$ cat config.mk
export PLATFORM = sky130hd
export DESIGN_NAME = miriscv_lsu_flat
export DESIGN_NICKNAME = d
export VERILOG_FILES = /design/src/rtl/miriscv_lsu_pkg.sv /design/src/rtl/miriscv_lsu_if.sv /design/src/rtl/miriscv_lsu_load_extract.sv /design/src/rtl/miriscv_lsu.sv /design/src/flat_wrapper.sv
export SDC_FILE = /design/constraint.sdc
export NUM_CORES = 1
export LEC_CHECK = 0
export BUFFER_PORTS_ARGS = -buffer_cell sky130_fd_sc_hd__buf_2
export CAP_MARGIN = 20
export CORE_AREA = 2 2 106 108
export DETAILED_ROUTE_END_ITERATION = 16
export DIE_AREA = 0 0 108 110
export GPL_ROUTABILITY_DRIVEN = 0
export GPL_TIMING_DRIVEN = 0
export PLACE_DENSITY = 0.95
export SLEW_MARGIN = 20
export SYNTH_ARGS = -nofsm -noshare
export SYNTH_HDL_FRONTEND = slang
export SYNTH_HIERARCHICAL = 1
export SYNTH_SLANG_ARGS = --single-unit
$ cat constraint.sdc
create_clock -name clk_i -period 6.8 [get_ports clk_i]
set_clock_uncertainty 0.05 [all_clocks]
set_input_delay 0.34 -clock clk_i [delete_from_list [all_inputs] [get_ports clk_i]]
set_output_delay 0.34 -clock clk_i [all_outputs]
set_load 0.005 [all_outputs]
$ cat src/rtl/miriscv_lsu_pkg.sv
// Shared encodings for the load/store unit: access-size codes, FSM states and
// the legality/alignment rule applied when a request is accepted.
package miriscv_lsu_pkg;

  localparam logic [2:0] LDST_B  = 3'd0;
  localparam logic [2:0] LDST_H  = 3'd1;
  localparam logic [2:0] LDST_W  = 3'd2;
  localparam logic [2:0] LDST_BU = 3'd4;
  localparam logic [2:0] LDST_HU = 3'd5;

  typedef enum logic [1:0] {
    LSU_IDLE,
    LSU_BUSY,
    LSU_DONE
  } lsu_state_t;

  // Unsigned sizes only make sense for loads; halfwords/words must be naturally aligned.
  function automatic logic lsu_access_ok(input logic [2:0] size, input logic we,
                                         input logic [1:0] addr_lo);
    case (size)
      LDST_B:  lsu_access_ok = 1'b1;
      LDST_H:  lsu_access_ok = ~addr_lo[0];
      LDST_W:  lsu_access_ok = (addr_lo == 2'b00);
      LDST_BU: lsu_access_ok = ~we;
      LDST_HU: lsu_access_ok = ~we & ~addr_lo[0];
      default: lsu_access_ok = 1'b0;
    endcase
  endfunction

endpackage

$ cat src/rtl/miriscv_lsu_if.sv
// Data-memory bus between the LSU (master) and the data memory (slave).
interface miriscv_lsu_if;
  logic        data_req;
  logic        data_we;
  logic [3:0]  data_be;
  logic [31:0] data_addr;
  logic [31:0] data_wdata;
  logic [31:0] data_rdata;
  logic        data_rvalid;

  modport master (
    output data_req, data_we, data_be, data_addr, data_wdata,
    input  data_rdata, data_rvalid
  );

  modport slave (
    input  data_req, data_we, data_be, data_addr, data_wdata,
    output data_rdata, data_rvalid
  );
endinterface

$ cat src/rtl/miriscv_lsu_load_extract.sv
// Selects the addressed byte/halfword lane of a read word and sign- or
// zero-extends it according to the load size.
module miriscv_lsu_load_extract
  import miriscv_lsu_pkg::*;
(
  input  logic [31:0] rdata_i,
  input  logic [1:0]  offset_i,
  input  logic [2:0]  size_i,
  output logic [31:0] data_o
);

  logic [31:0] lane;

  assign lane = rdata_i >> {offset_i, 3'b000};

  // NOTE: data_o gets a default before the case so no path leaves it unassigned (no latch).
  always_comb begin
    data_o = lane;
    case (size_i)
      LDST_B:  data_o = {{24{lane[7]}}, lane[7:0]};
      LDST_H:  data_o = {{16{lane[15]}}, lane[15:0]};
      LDST_BU: data_o = {24'b0, lane[7:0]};
      LDST_HU: data_o = {16'b0, lane[15:0]};
      default: ;
    endcase
  end

endmodule

$ cat src/rtl/miriscv_lsu.sv
// Load/store unit: runs one data-memory transaction per decoded memory op and
// stalls the core until the result (load data or error) is ready.
module miriscv_lsu
  import miriscv_lsu_pkg::*;
#(
  parameter int unsigned TIMEOUT_CYCLES = 16
) (
  input  logic          clk_i,
  input  logic          rst_i,
  input  logic          lsu_req_i,
  input  logic          lsu_we_i,
  input  logic [2:0]    lsu_size_i,
  input  logic [31:0]   lsu_addr_i,
  input  logic [31:0]   lsu_wdata_i,
  output logic [31:0]   lsu_rdata_o,
  output logic          lsu_stall_o,
  output logic          lsu_err_o,
  miriscv_lsu_if.master data_bus
);

  localparam int unsigned CNT_W = $clog2(TIMEOUT_CYCLES + 1);

  lsu_state_t  state_q;
  logic [CNT_W-1:0] cnt_q;
  logic [2:0]  size_q;
  logic [1:0]  addr_lo_q;
  logic        data_req_q;
  logic        data_we_q;
  logic [3:0]  data_be_q;
  logic [31:0] data_addr_q;
  logic [31:0] data_wdata_q;
  logic [31:0] rdata_q;
  logic        err_q;

  logic        ok_d;
  logic [3:0]  be_d;
  logic [31:0] wdata_d;
  logic [31:0] rdata_d;

  assign ok_d = lsu_access_ok(lsu_size_i, lsu_we_i, lsu_addr_i[1:0]);

  always_comb begin
    be_d    = 4'b1111;
    wdata_d = lsu_wdata_i;
    case (lsu_size_i)
      LDST_B, LDST_BU: begin
        be_d    = 4'b0001 << lsu_addr_i[1:0];
        wdata_d = {4{lsu_wdata_i[7:0]}};
      end
      LDST_H, LDST_HU: begin
        be_d    = 4'b0011 << {lsu_addr_i[1], 1'b0};
        wdata_d = {2{lsu_wdata_i[15:0]}};
      end
      default: ;
    endcase
  end

  miriscv_lsu_load_extract u_load_extract (
    .rdata_i  (data_bus.data_rdata),
    .offset_i (addr_lo_q),
    .size_i   (size_q),
    .data_o   (rdata_d)
  );

  // NOTE: all state updates use <= so every register samples pre-edge values.
  always_ff @(posedge clk_i or posedge rst_i) begin
    if (rst_i) begin
      state_q      <= LSU_IDLE;
      cnt_q        <= '0;
      size_q       <= '0;
      addr_lo_q    <= '0;
      data_req_q   <= 1'b0;
      data_we_q    <= 1'b0;
      data_be_q    <= '0;
      data_addr_q  <= '0;
      data_wdata_q <= '0;
      rdata_q      <= '0;
      err_q        <= 1'b0;
    end else begin
      case (state_q)
        LSU_IDLE: begin
          if (lsu_req_i) begin
            size_q    <= lsu_size_i;
            addr_lo_q <= lsu_addr_i[1:0];
            if (ok_d) begin
              state_q      <= LSU_BUSY;
              cnt_q        <= '0;
              data_req_q   <= 1'b1;
              data_we_q    <= lsu_we_i;
              data_be_q    <= be_d;
              data_addr_q  <= {lsu_addr_i[31:2], 2'b00};
              data_wdata_q <= wdata_d;
            end else begin
              state_q <= LSU_DONE;
              err_q   <= 1'b1;
            end
          end
        end
        LSU_BUSY: begin
          // A request withdrawn mid-access still drains the bus, but its result is dropped.
          if (data_bus.data_rvalid || cnt_q == CNT_W'(TIMEOUT_CYCLES - 1)) begin
            state_q      <= lsu_req_i ? LSU_DONE : LSU_IDLE;
            data_req_q   <= 1'b0;
            data_we_q    <= 1'b0;
            data_be_q    <= '0;
            data_addr_q  <= '0;
            data_wdata_q <= '0;
            err_q        <= lsu_req_i & ~data_bus.data_rvalid;
            rdata_q      <= (lsu_req_i && data_bus.data_rvalid && !data_we_q) ? rdata_d : '0;
          end else begin
            cnt_q <= cnt_q + CNT_W'(1);
          end
        end
        LSU_DONE: begin
          state_q <= LSU_IDLE;
          err_q   <= 1'b0;
          rdata_q <= '0;
        end
        default: state_q <= LSU_IDLE;
      endcase
    end
  end

  assign lsu_stall_o = lsu_req_i & (state_q != LSU_DONE);
  assign lsu_rdata_o = rdata_q;
  assign lsu_err_o   = err_q;

  assign data_bus.data_req   = data_req_q;
  assign data_bus.data_we    = data_we_q;
  assign data_bus.data_be    = data_be_q;
  assign data_bus.data_addr  = data_addr_q;
  assign data_bus.data_wdata = data_wdata_q;

endmodule

$ cat src/flat_wrapper.sv
// flat-port wrapper written by rule: the top's interface ports become plain ports
module miriscv_lsu_flat import miriscv_lsu_pkg::*;
#(
  parameter int unsigned TIMEOUT_CYCLES = 16
)
  (clk_i, rst_i, lsu_req_i, lsu_we_i, lsu_size_i, lsu_addr_i, lsu_wdata_i, lsu_rdata_o, lsu_stall_o, lsu_err_o, data_bus_data_req, data_bus_data_we, data_bus_data_be, data_bus_data_addr, data_bus_data_wdata, data_bus_data_rdata, data_bus_data_rvalid);
  miriscv_lsu_if data_bus_i ();
  input  logic clk_i;
  input  logic rst_i;
  input  logic lsu_req_i;
  input  logic lsu_we_i;
  input  logic [2:0] lsu_size_i;
  input  logic [31:0] lsu_addr_i;
  input  logic [31:0] lsu_wdata_i;
  output logic [31:0] lsu_rdata_o;
  output logic lsu_stall_o;
  output logic lsu_err_o;
  output wire logic [$bits(data_bus_i.data_req)-1:0] data_bus_data_req;
  output wire logic [$bits(data_bus_i.data_we)-1:0] data_bus_data_we;
  output wire logic [$bits(data_bus_i.data_be)-1:0] data_bus_data_be;
  output wire logic [$bits(data_bus_i.data_addr)-1:0] data_bus_data_addr;
  output wire logic [$bits(data_bus_i.data_wdata)-1:0] data_bus_data_wdata;
  input wire logic [$bits(data_bus_i.data_rdata)-1:0] data_bus_data_rdata;
  input wire logic [$bits(data_bus_i.data_rvalid)-1:0] data_bus_data_rvalid;
  assign data_bus_data_req = data_bus_i.data_req;
  assign data_bus_data_we = data_bus_i.data_we;
  assign data_bus_data_be = data_bus_i.data_be;
  assign data_bus_data_addr = data_bus_i.data_addr;
  assign data_bus_data_wdata = data_bus_i.data_wdata;
  assign data_bus_i.data_rdata = data_bus_data_rdata;
  assign data_bus_i.data_rvalid = data_bus_data_rvalid;
  miriscv_lsu #(.TIMEOUT_CYCLES(TIMEOUT_CYCLES)) u_core (.clk_i(clk_i), .rst_i(rst_i), .lsu_req_i(lsu_req_i), .lsu_we_i(lsu_we_i), .lsu_size_i(lsu_size_i), .lsu_addr_i(lsu_addr_i), .lsu_wdata_i(lsu_wdata_i), .lsu_rdata_o(lsu_rdata_o), .lsu_stall_o(lsu_stall_o), .lsu_err_o(lsu_err_o), .data_bus(data_bus_i));
endmodule
### Word-level counts from Yosys, hierarchy flattened

Cells that the tools add are included.
W data, S select, Z words.

* register bits: 115
* input bits: 104

* add/subtract/negate cells: 1
* equality and inequality tests: 16
* shifts and indexed selects: 3
* mux-type cells: 38
* bitwise operators: 6
* reductions and logical operators: 19

Operators by type and width (number)
* $pmux W32 S2: 4
* $mux W32: 7
* $pmux W32 S4: 1
* $shr A32 B5 Y32: 1
* $pmux W4 S2: 2
* $mux W5: 3
* $eq A3 B3 Y1 const B: 4
* $mux W4: 3
* $reduce_and A4 Y1: 3
* $pmux W5 S2: 1
* $mux W1: 8
* $mux W2: 4
* $ne A2 B2 Y1 const B: 4
* $eq A3 B1 Y1 const B: 2
* $logic_not A3 Y1: 2
* $reduce_and A2 Y1: 3
* $add A5 B1 Y5 const B: 1
* $eq A5 B4 Y1 const B: 1
* $pmux W1 S5: 1
* $logic_not A2 Y1: 2
* $ne A2 B1 Y1 const B: 2
* $pmux W1 S2: 2
* $pmux W2 S2: 1
* $reduce_bool A2 Y1: 2
* 13 further kinds: 19

### Depth between registers and ports, before layout

Gate-level depths: netlist of the first run.

* depth in word-level cells: 6
* depth in mapped cells: 8
* depth with buffers taken out: 7

### By module

The synthesis of the first run kept the hierarchy.

By module, submodules not included
* miriscv_lsu: instances 1, cells each 399, area an instance 5004.8 um2
* miriscv_lsu_load_extract: instances 1, cells each 107, area an instance 694.4 um2

### Least setup slack after synthesis of the first run

Ideal clock, no wire load.

* path kind: reg2reg
* start: register u_core.cnt_q[0]
* end: register u_core.data_be_q[2], in the netlist u_core/data_bus.data_be[2]
* library setup time: 0.124 ns
* arrival time: 2.096 ns
* required time: 6.626 ns
* path slack: 4.530 ns
* stages on the path, launching flop included: 9
* clock period less this slack: 2.270 ns
* path through: dfrtp_1 -> ha_1 -> and3_1 -> ha_1 -> nor2_1 -> a211o_1 -> clkbuf_1 -> nor4_2 -> a211o_1

* longest elaborated chain between the ends: 4

RTL lines
* start, declared: line miriscv_lsu.sv:24 `logic [CNT_W-1:0] cnt_q;`
* start signal, assigned: line miriscv_lsu.sv:111 `cnt_q <= cnt_q + CNT_W'(1);`
* $eq A5 B4 Y1: line miriscv_lsu.sv:101 `if (data_bus.data_rvalid || cnt_q == CNT_W'(TIMEOUT_CYCLES - 1)) begin`
* $logic_or A1 B1 Y1: line miriscv_lsu.sv:101
* $ne A2 B1 Y1 (no source line)
* $reduce_and A4 Y1 (no source line)
* end signal, assigned: line miriscv_lsu.sv:74 `data_be_q <= '0;`
* end signal, assigned: line miriscv_lsu.sv:90 `data_be_q <= be_d;`
* end signal, assigned: line miriscv_lsu.sv:105 `data_be_q <= '0;`
* end, declared: line miriscv_lsu.sv:29 `logic [3:0] data_be_q;`

Every way passes these cells.
A chain may end at the register's enable or synchronous reset.

### Worst setup path after layout of the first run

Same ends and word-level chain as after synthesis.

==> results of run 1 <==
## sequential cells by signal (all words and copies together) (netlist names), 2 cells and up
register	cells
u_core/state_q	2
u_core/data_bus.data_wdata	32
u_core/addr_lo_q	2
u_core/lsu_rdata_o	32
u_core/size_q	3
u_core/data_bus.data_addr	30
u_core/data_bus.data_be	4
u_core/cnt_q	5
## per-layer routing
metal,share of wire (%),up-vias
met5,0.074,-
met4,3.8,2
met3,10,66
met2,49,372
met1,37,2604
li1,-,2411
## worst max-delay path by stage
stage	start	to	slack, ps	cells past startpoint
floorplan	rst_i	u_core/addr_lo_q[0]$_DFFE_PP0P_	3420	1
global placement	rst_i	u_core/data_bus.data_wdata[10]$_DFFE_PP0P_	2410	2
detailed placement	u_core/cnt_q[0]$_DFFE_PP0P_	u_core/data_bus.data_wdata[9]$_DFFE_PP0P_	4180	8
CTS	u_core/cnt_q[0]$_DFFE_PP0P_	u_core/data_bus.data_be[2]$_DFFE_PP0P_	4150	8
global route	u_core/cnt_q[0]$_DFFE_PP0P_	u_core/data_bus.data_be[2]$_DFFE_PP0P_	3970	8
finish	u_core/cnt_q[0]$_DFFE_PP0P_	u_core/data_bus.data_be[2]$_DFFE_PP0P_	4160	8
## final cells by class
cell class | count | area share (%)
Multi-Input combinational cell | 344 | 33.1
Inverter | 6 | 0.352
Tap cell | 140 | 2.24
Sequential cell | 113 | 36.2
Buffer | 44 | 3.41
Clock inverter | 15 | 2.40
Timing Repair Buffer | 233 | 17.0
Clock buffer | 17 | 5.30
## cells in the final DEF (no fill, tap or decap), drive strengths merged, types with 8 or more instances in the layout
| cell type | count |
|---|---|
| a22o | 76 |
| a221o | 8 |
| nor4 | 9 |
| nand2 | 32 |
| a211oi | 16 |
| clkinv | 8 |
| dfrtp | 113 |
| buf | 234 |
| o21ai | 21 |
| nor2 | 26 |
| nor2b | 12 |
| nor3b | 18 |
| nand2b | 8 |
| clkbuf | 32 |
| a211o | 10 |
| dlygate4sd3 | 28 |
| nor3 | 9 |
| a21oi | 18 |
| mux2i | 46 |
## through the flow
| stage | worst slack, ps | instances | util, % | power [mW] | cell area [sq um] |
|---|---|---|---|---|---|
| after floorplan | 3420 | 507 | - | 1.39 | 5700 |
| after global placement | 2410 | 851 | 64.5 | 1.67 | 6900 |
| after detailed placement | 4180 | 852 | 64.8 | 1.71 | 6930 |
| after CTS | 4150 | 910 | 72.9 | 2.63 | 7790 |
| after global routing | 3970 | 912 | 73.0 | 2.75 | 7810 |
| final | 4160 | 912 | 73.0 | 2.62 | 7810 |
## where the power goes
part / total [mW] / leakage [nW] / internal (mW) / switching [mW]
Combinational: 0.781 / 2.26 / 0.384 / 0.397
Clock: 0.892 / 0.284 / 0.561 / 0.331
Sequential: 0.951 / 1.46 / 0.836 / 0.114
Total: 2.62 / 4.00 / 1.78 / 0.843
## logic make-up (layout without fill, tap and decap cells)
| group | after synthesis | in the layout |
|---|---|---|
| compound gates | 168 | 168 |
| simple gates | 121 | 121 |
| flops | 113 | 113 |
| mux | 51 | 51 |
| buf+inv | 50 | 315 |
| fa+ha+maj | 2 | 2 |
| other cells | 1 | 2 |
## critical path, stage by stage (launching register included)
cell and delay, ps:
dfrtp_1 430, ha_1 240, and3_1 190, ha_1 210, nor2_1 280, a211o_1 280
clkbuf_1 450, nor4_2 100, a211o_1 290
## timing repair
action	4_1_cts	5_1_grt
endpoints found under the setup margin	0	0
hold endpoints to repair	64	2
hold buffers	26	2
==> results_dict.tcl, run 1 <==
set metrics [dict create \
    ys_types 49 \
    worstPathArrival_ps 2980 \
    hold_path_class "in2reg" \
    clkSinkCount 113 \
    seq_area_frac_synth_pct 49.6 \
    synth_flop_cell "dfrtp_1" \
    synth_top_family_by_area "compound AO/OA/AOI/OAI gates" \
    fin_tns_setup_ps 0 \
    dp_hpwl_mm 12.6 \
    start_util_pct 53.3 \
    drv_slew 0 \
    synth-compound-area-share_pct 23.5 \
    synth_largest_area_cell "dfrtp_1" \
    status "finished, final reports clean" \
    clockRootBuffer "clkbuf_8" \
    holdPathStages 2 \
    vias 5455 \
    critPathKind "reg2reg" \
    ys_ff_latch 113 \
    synth.area.mux_share_pct 9.07 \
    synth_top_area_share_pct 49.6 \
    slew_headroom_pct 38.0 \
    die_w_um 108 \
    grtUsageTotal_pct 29.9 \
    core-area_sq_mm 0.0107 \
    cts_resized 0 \
    layout-drive-gt1-share_pct 38.0 \
    nNetsFinal 865 \
    num_rows 38 \
    reg2regPathDepth 8 \
    multi_input_area_sq_mm 0.00259 \
    r2r-start "u_core/cnt_q[0]$_DFFE_PP0P_" \
    startpoint_type "flop" \
    antenna_found_initial 1 \
    grt_use_met3_pct 8.70 \
    endpoint_kind "flop" \
    cts_setup_buffers 0 \
    fin_crit_ps 2640 \
    cts.clk_slew.worst_paths_ps 60 \
    synthArstFlopShare_pct 100 \
    synth_common_cells "dfrtp_1, a22o_1, mux2i_1" \
    port_buffers 204 \
    pin_count 208 \
    drt_pass1_iterations 5 \
    overflow 0 \
    seqCellArea_sq_mm 0.00283 \
    fp.dieH_um 110 \
    hp-start "lsu_addr_i[15]" \
    fillers 720 \
    synth-xor-area-share_pct 0 \
    area_growth_pct 37.1 \
    grt_start_max_net_pins 75 \
    required_ps 7140 \
    dieArea_sq_mm 0.0119 \
    diodes 0 \
    htree_levels 4 \
    cts_made_buffers 17 \
    avgRoutedWirePerCell_um 19.3 \
    synthSimpleGateAreaFrac_pct 12.2 \
    syn_area_sq_mm 0.00570 \
    fmax_ghz 0.379 \
    whs_ps 26.3 \
    ant_nets 0 \
    grt_pass1_vias 5488 \
    synth_area_per_cell_sq_um 11.3 \
    min_to "u_core/data_bus.data_addr[15]$_DFFE_PP0P_" \
    rsz0062_at_grt "false" \
    cp_max_fo 10 \
    leakagePower_nw 4.00 \
    hold_viol_final 0 \
    top_usage_layer "met2" \
    synthTopCellsByArea "dfrtp_1, a22o_1, mux2i_1, nor3b_1, a211oi_1" \
    r2r-end "u_core/data_bus.data_be[2]$_DFFE_PP0P_" \
    synthAdderAreaFrac_pct 0.439 \
    grtUsageMet1_pct 34.6 \
    wl_mm 17.6 \
    vias_per_cell 5.98 \
    drc_errors 0 \
    synth.most_common_cell "dfrtp_1" \
    ys_warn_count 6 \
    cts_buffer_depth 2 \
    synth-edff-count 0 \
    clk_latency_ps 510 \
    irDropWorstVdd_mv 0.224 \
    regToRegSetupSlack_ps 4160 \
    drtIter0Drc 530 \
    fin_crit_sh_pct 38.8 \
    synthCells 506 \
    cap_violations 0 \
    setup_viol 0 \
    grt_pass1_wl_mm 27.1 \
    powerDensity_mw_per_mm2 336 \
    cts_tree "done" \
    grt_use_met2_pct 50.4 \
    tightest_slew_ps 927 \
]
(Power assumes the default switching activity.)
==> run 2: changes to the inputs <==
--- a/config.mk
+++ b/config.mk
@@ -7,12 +7,12 @@
 export LEC_CHECK = 0
 export BUFFER_PORTS_ARGS = -buffer_cell sky130_fd_sc_hd__buf_2
 export CAP_MARGIN = 20
-export CORE_AREA = 2 2 106 108
+export CORE_AREA = 2 2 110 112
 export DETAILED_ROUTE_END_ITERATION = 16
-export DIE_AREA = 0 0 108 110
+export DIE_AREA = 0 0 112 114
 export GPL_ROUTABILITY_DRIVEN = 0
 export GPL_TIMING_DRIVEN = 0
-export PLACE_DENSITY = 0.95
+export PLACE_DENSITY = 0.91
 export SLEW_MARGIN = 20
 export SYNTH_ARGS = -nofsm -noshare
 export SYNTH_HDL_FRONTEND = slang
==> constraint.sdc (replaced) <==
create_clock -name clk_i -period 2.7 [get_ports clk_i]
set_clock_uncertainty 0.05 [all_clocks]
set_input_delay 0.135 -clock clk_i [delete_from_list [all_inputs] [get_ports clk_i]]
set_output_delay 0.135 -clock clk_i [all_outputs]
set_load 0.005 [all_outputs]
==> run 2 against run 1 <==
Net effect:
- critical path depth did not move
- clock power rose by 140%
- register-to-register slack got worse by 4000 ps
- count of clock-buffer cells in the layout did not move
- core utilization fell by 4.6 points
- cell count rose by 2.9%
- sequential power rose to 2.5 times the previous value
- maximum frequency rose by 3.3%
- worst hold slack got worse by 13 ps
- sequential share of layout area fell by 0.89 points
- total power rose by 150%
- global-route usage fell by 2.8 points
- largest power group unchanged
==> results_dict.tcl, run 2 (synthesis results as in run 1) <==
set metrics [dict create \
    status "finished, final reports clean" \
    avgRoutedWirePerCell_um 18.5 \
    overflow 0 \
    layout-drive-gt1-share_pct 37.5 \
    antenna_found_initial 0 \
    critPathSlowestCell "dfrtp_1" \
    fp.dieH_um 114 \
    dieArea_sq_mm 0.0128 \
    leakagePower_nw 4.08 \
    grt_use_met2_pct 46.5 \
    r2r-start "u_core/cnt_q[0]$_DFFE_PP0P_" \
    clkSinkCount 113 \
    grtUsageTotal_pct 27.1 \
    layout_common_cells "buf_2, dfrtp_1, a22o_1" \
    p_total_mw 6.54 \
    crit_chain "ha_1, and3_1, ha_1, nor2_1, a211o_1, buf_2, nor3_1, a221o_1" \
    final_common_cell "buf_2" \
    pin_count 208 \
    core-area_sq_mm 0.0117 \
    hold_path_class "in2reg" \
    fin_cells 938 \
    clk_latency_ps 400 \
    port_buffers 204 \
    ant_nets 0 \
    grt_start_max_net_pins 34 \
    regToRegSetupSlack_ps 140 \
    critPathKind "reg2reg" \
    dp.cells 861 \
    clockRootBuffer "clkbuf_16" \
    place_area_sq_mm 0.00698 \
    start_util_pct 48.7 \
    slowest_delay_ps 430 \
    worstPathArrival_ps 2790 \
    cts_tree "done" \
    path_delay_family "compound AO/OA/AOI/OAI gates" \
    fin_crit_sh_pct 94.6 \
    top_usage_layer "met2" \
    design_area_sq_mm 0.00801 \
    irDropWorstVdd_mv 0.444 \
    vias_per_cell 5.75 \
    min_to "u_core/data_bus.data_wdata[28]$_DFFE_PP0P_" \
    grt_use_met3_pct 7.86 \
    cp_max_fo 10 \
    fmax_ghz 0.391 \
    htree_levels 4 \
    path_common_cell "ha_1" \
    endpoint_kind "flop" \
    cts_setup_buffers 0 \
    wl_mm 17.4 \
    r2r-end "u_core/data_bus.data_wdata[16]$_DFFE_PP0P_" \
    drt_pass1_iterations 5 \
    cts.clk_slew.worst_paths_ps 60 \
    hold_viol_final 0 \
    cp-startpoint "u_core/cnt_q[0]$_DFFE_PP0P_" \
    reg2regPathDepth 8 \
    rsz0062_at_grt "false" \
    vias 5389 \
    required_ps 2940 \
    cts_buffer_depth 2 \
    hp-start "lsu_wdata_i[28]" \
    holdPathStages 4 \
    fin_tns_setup_ps 0 \
    area_growth_pct 40.6 \
    startpoint_type "flop" \
    grt_pass1_vias 5399 \
    drtIter0Drc 557 \
    crit_buf_inv 1 \
    tightest_slew_ps 847 \
    setup_viol 0 \
    nNetsFinal 884 \
    die_w_um 112 \
    grtUsageMet1_pct 33.0 \
    num_rows 40 \
    fin_crit_ps 2560 \
    grt_pass1_wl_mm 27.4 \
    slew_headroom_pct 43.3 \
    diodes 0 \
    cts_made_buffers 17 \
    drv_slew 0 \
    dp_hpwl_mm 12.3 \
    cap_violations 0 \
    powerDensity_mw_per_mm2 816 \
    drc_errors 0 \
]
run 2: metrics by stage:
step	hold WS [ps]	setup WS [ps]	util (%)
6_report	13.4	145	68.4
5_1_grt	26.5	6.43	68.4
4_1_cts	3.38	87.6	68.4
3_5_place_dp	249	89.6	59.6
3_3_place_gp	301	139	59.0
2_1_floorplan	218	430	-
run 2: how the worst max path moves through the flow:
stage / slack (ps) / end / cells past startpoint
3_3_place_gp: 140 / u_core/data_bus.data_be[2]$_DFFE_PP0P_ / 8
5_1_grt: 6 / u_core/data_bus.data_wdata[16]$_DFFE_PP0P_ / 8
2_1_floorplan: 430 / u_core/data_bus.data_be[2]$_DFFE_PP0P_ / 8
6_report: 140 / u_core/data_bus.data_wdata[16]$_DFFE_PP0P_ / 8
4_1_cts: 90 / u_core/data_bus.data_wdata[9]$_DFFE_PP0P_ / 8
3_5_place_dp: 90 / u_core/data_bus.data_wdata[9]$_DFFE_PP0P_ / 8
run 2: tightest hold or removal path: stages:
cell and delay [ps]:
buf_2 70, nand2_1 40, o21ai_0 70, a22o_1 120
run 2: timing repair:
action                     4_1_cts  5_1_grt
hold buffers                    45        0
hold endpoints to repair        75        0
gates resized for setup          0        3
setup endpoints to repair        0       51
run 2: routing by layer:
layer / up-vias / routed length [um]
met4: 0 / 414
met3: 47 / 1660
li1: 2456 / -
met5: - / 0
met2: 329 / 8630
met1: 2557 / 6690
run 2: where the power goes:
| group | leakage, nW | switching [mW] | internal [mW] |
|---|---|---|---|
| Sequential | 1.46 | 0.285 | 2.11 |
| Combinational | 2.35 | 0.998 | 0.990 |
| Clock | 0.276 | 0.869 | 1.29 |
run 2: layout make-up:
cell class / count / area [sq um]
inverter: 6 / 26.3
multi-input combinational: 344 / 2590
tap: 147 / 184
clock buffer: 17 / 425
fill: 867 / 3700
clock inverter: 15 / 150
sequential: 113 / 2830
buffer: 44 / 268
timing repair buffer: 252 / 1540
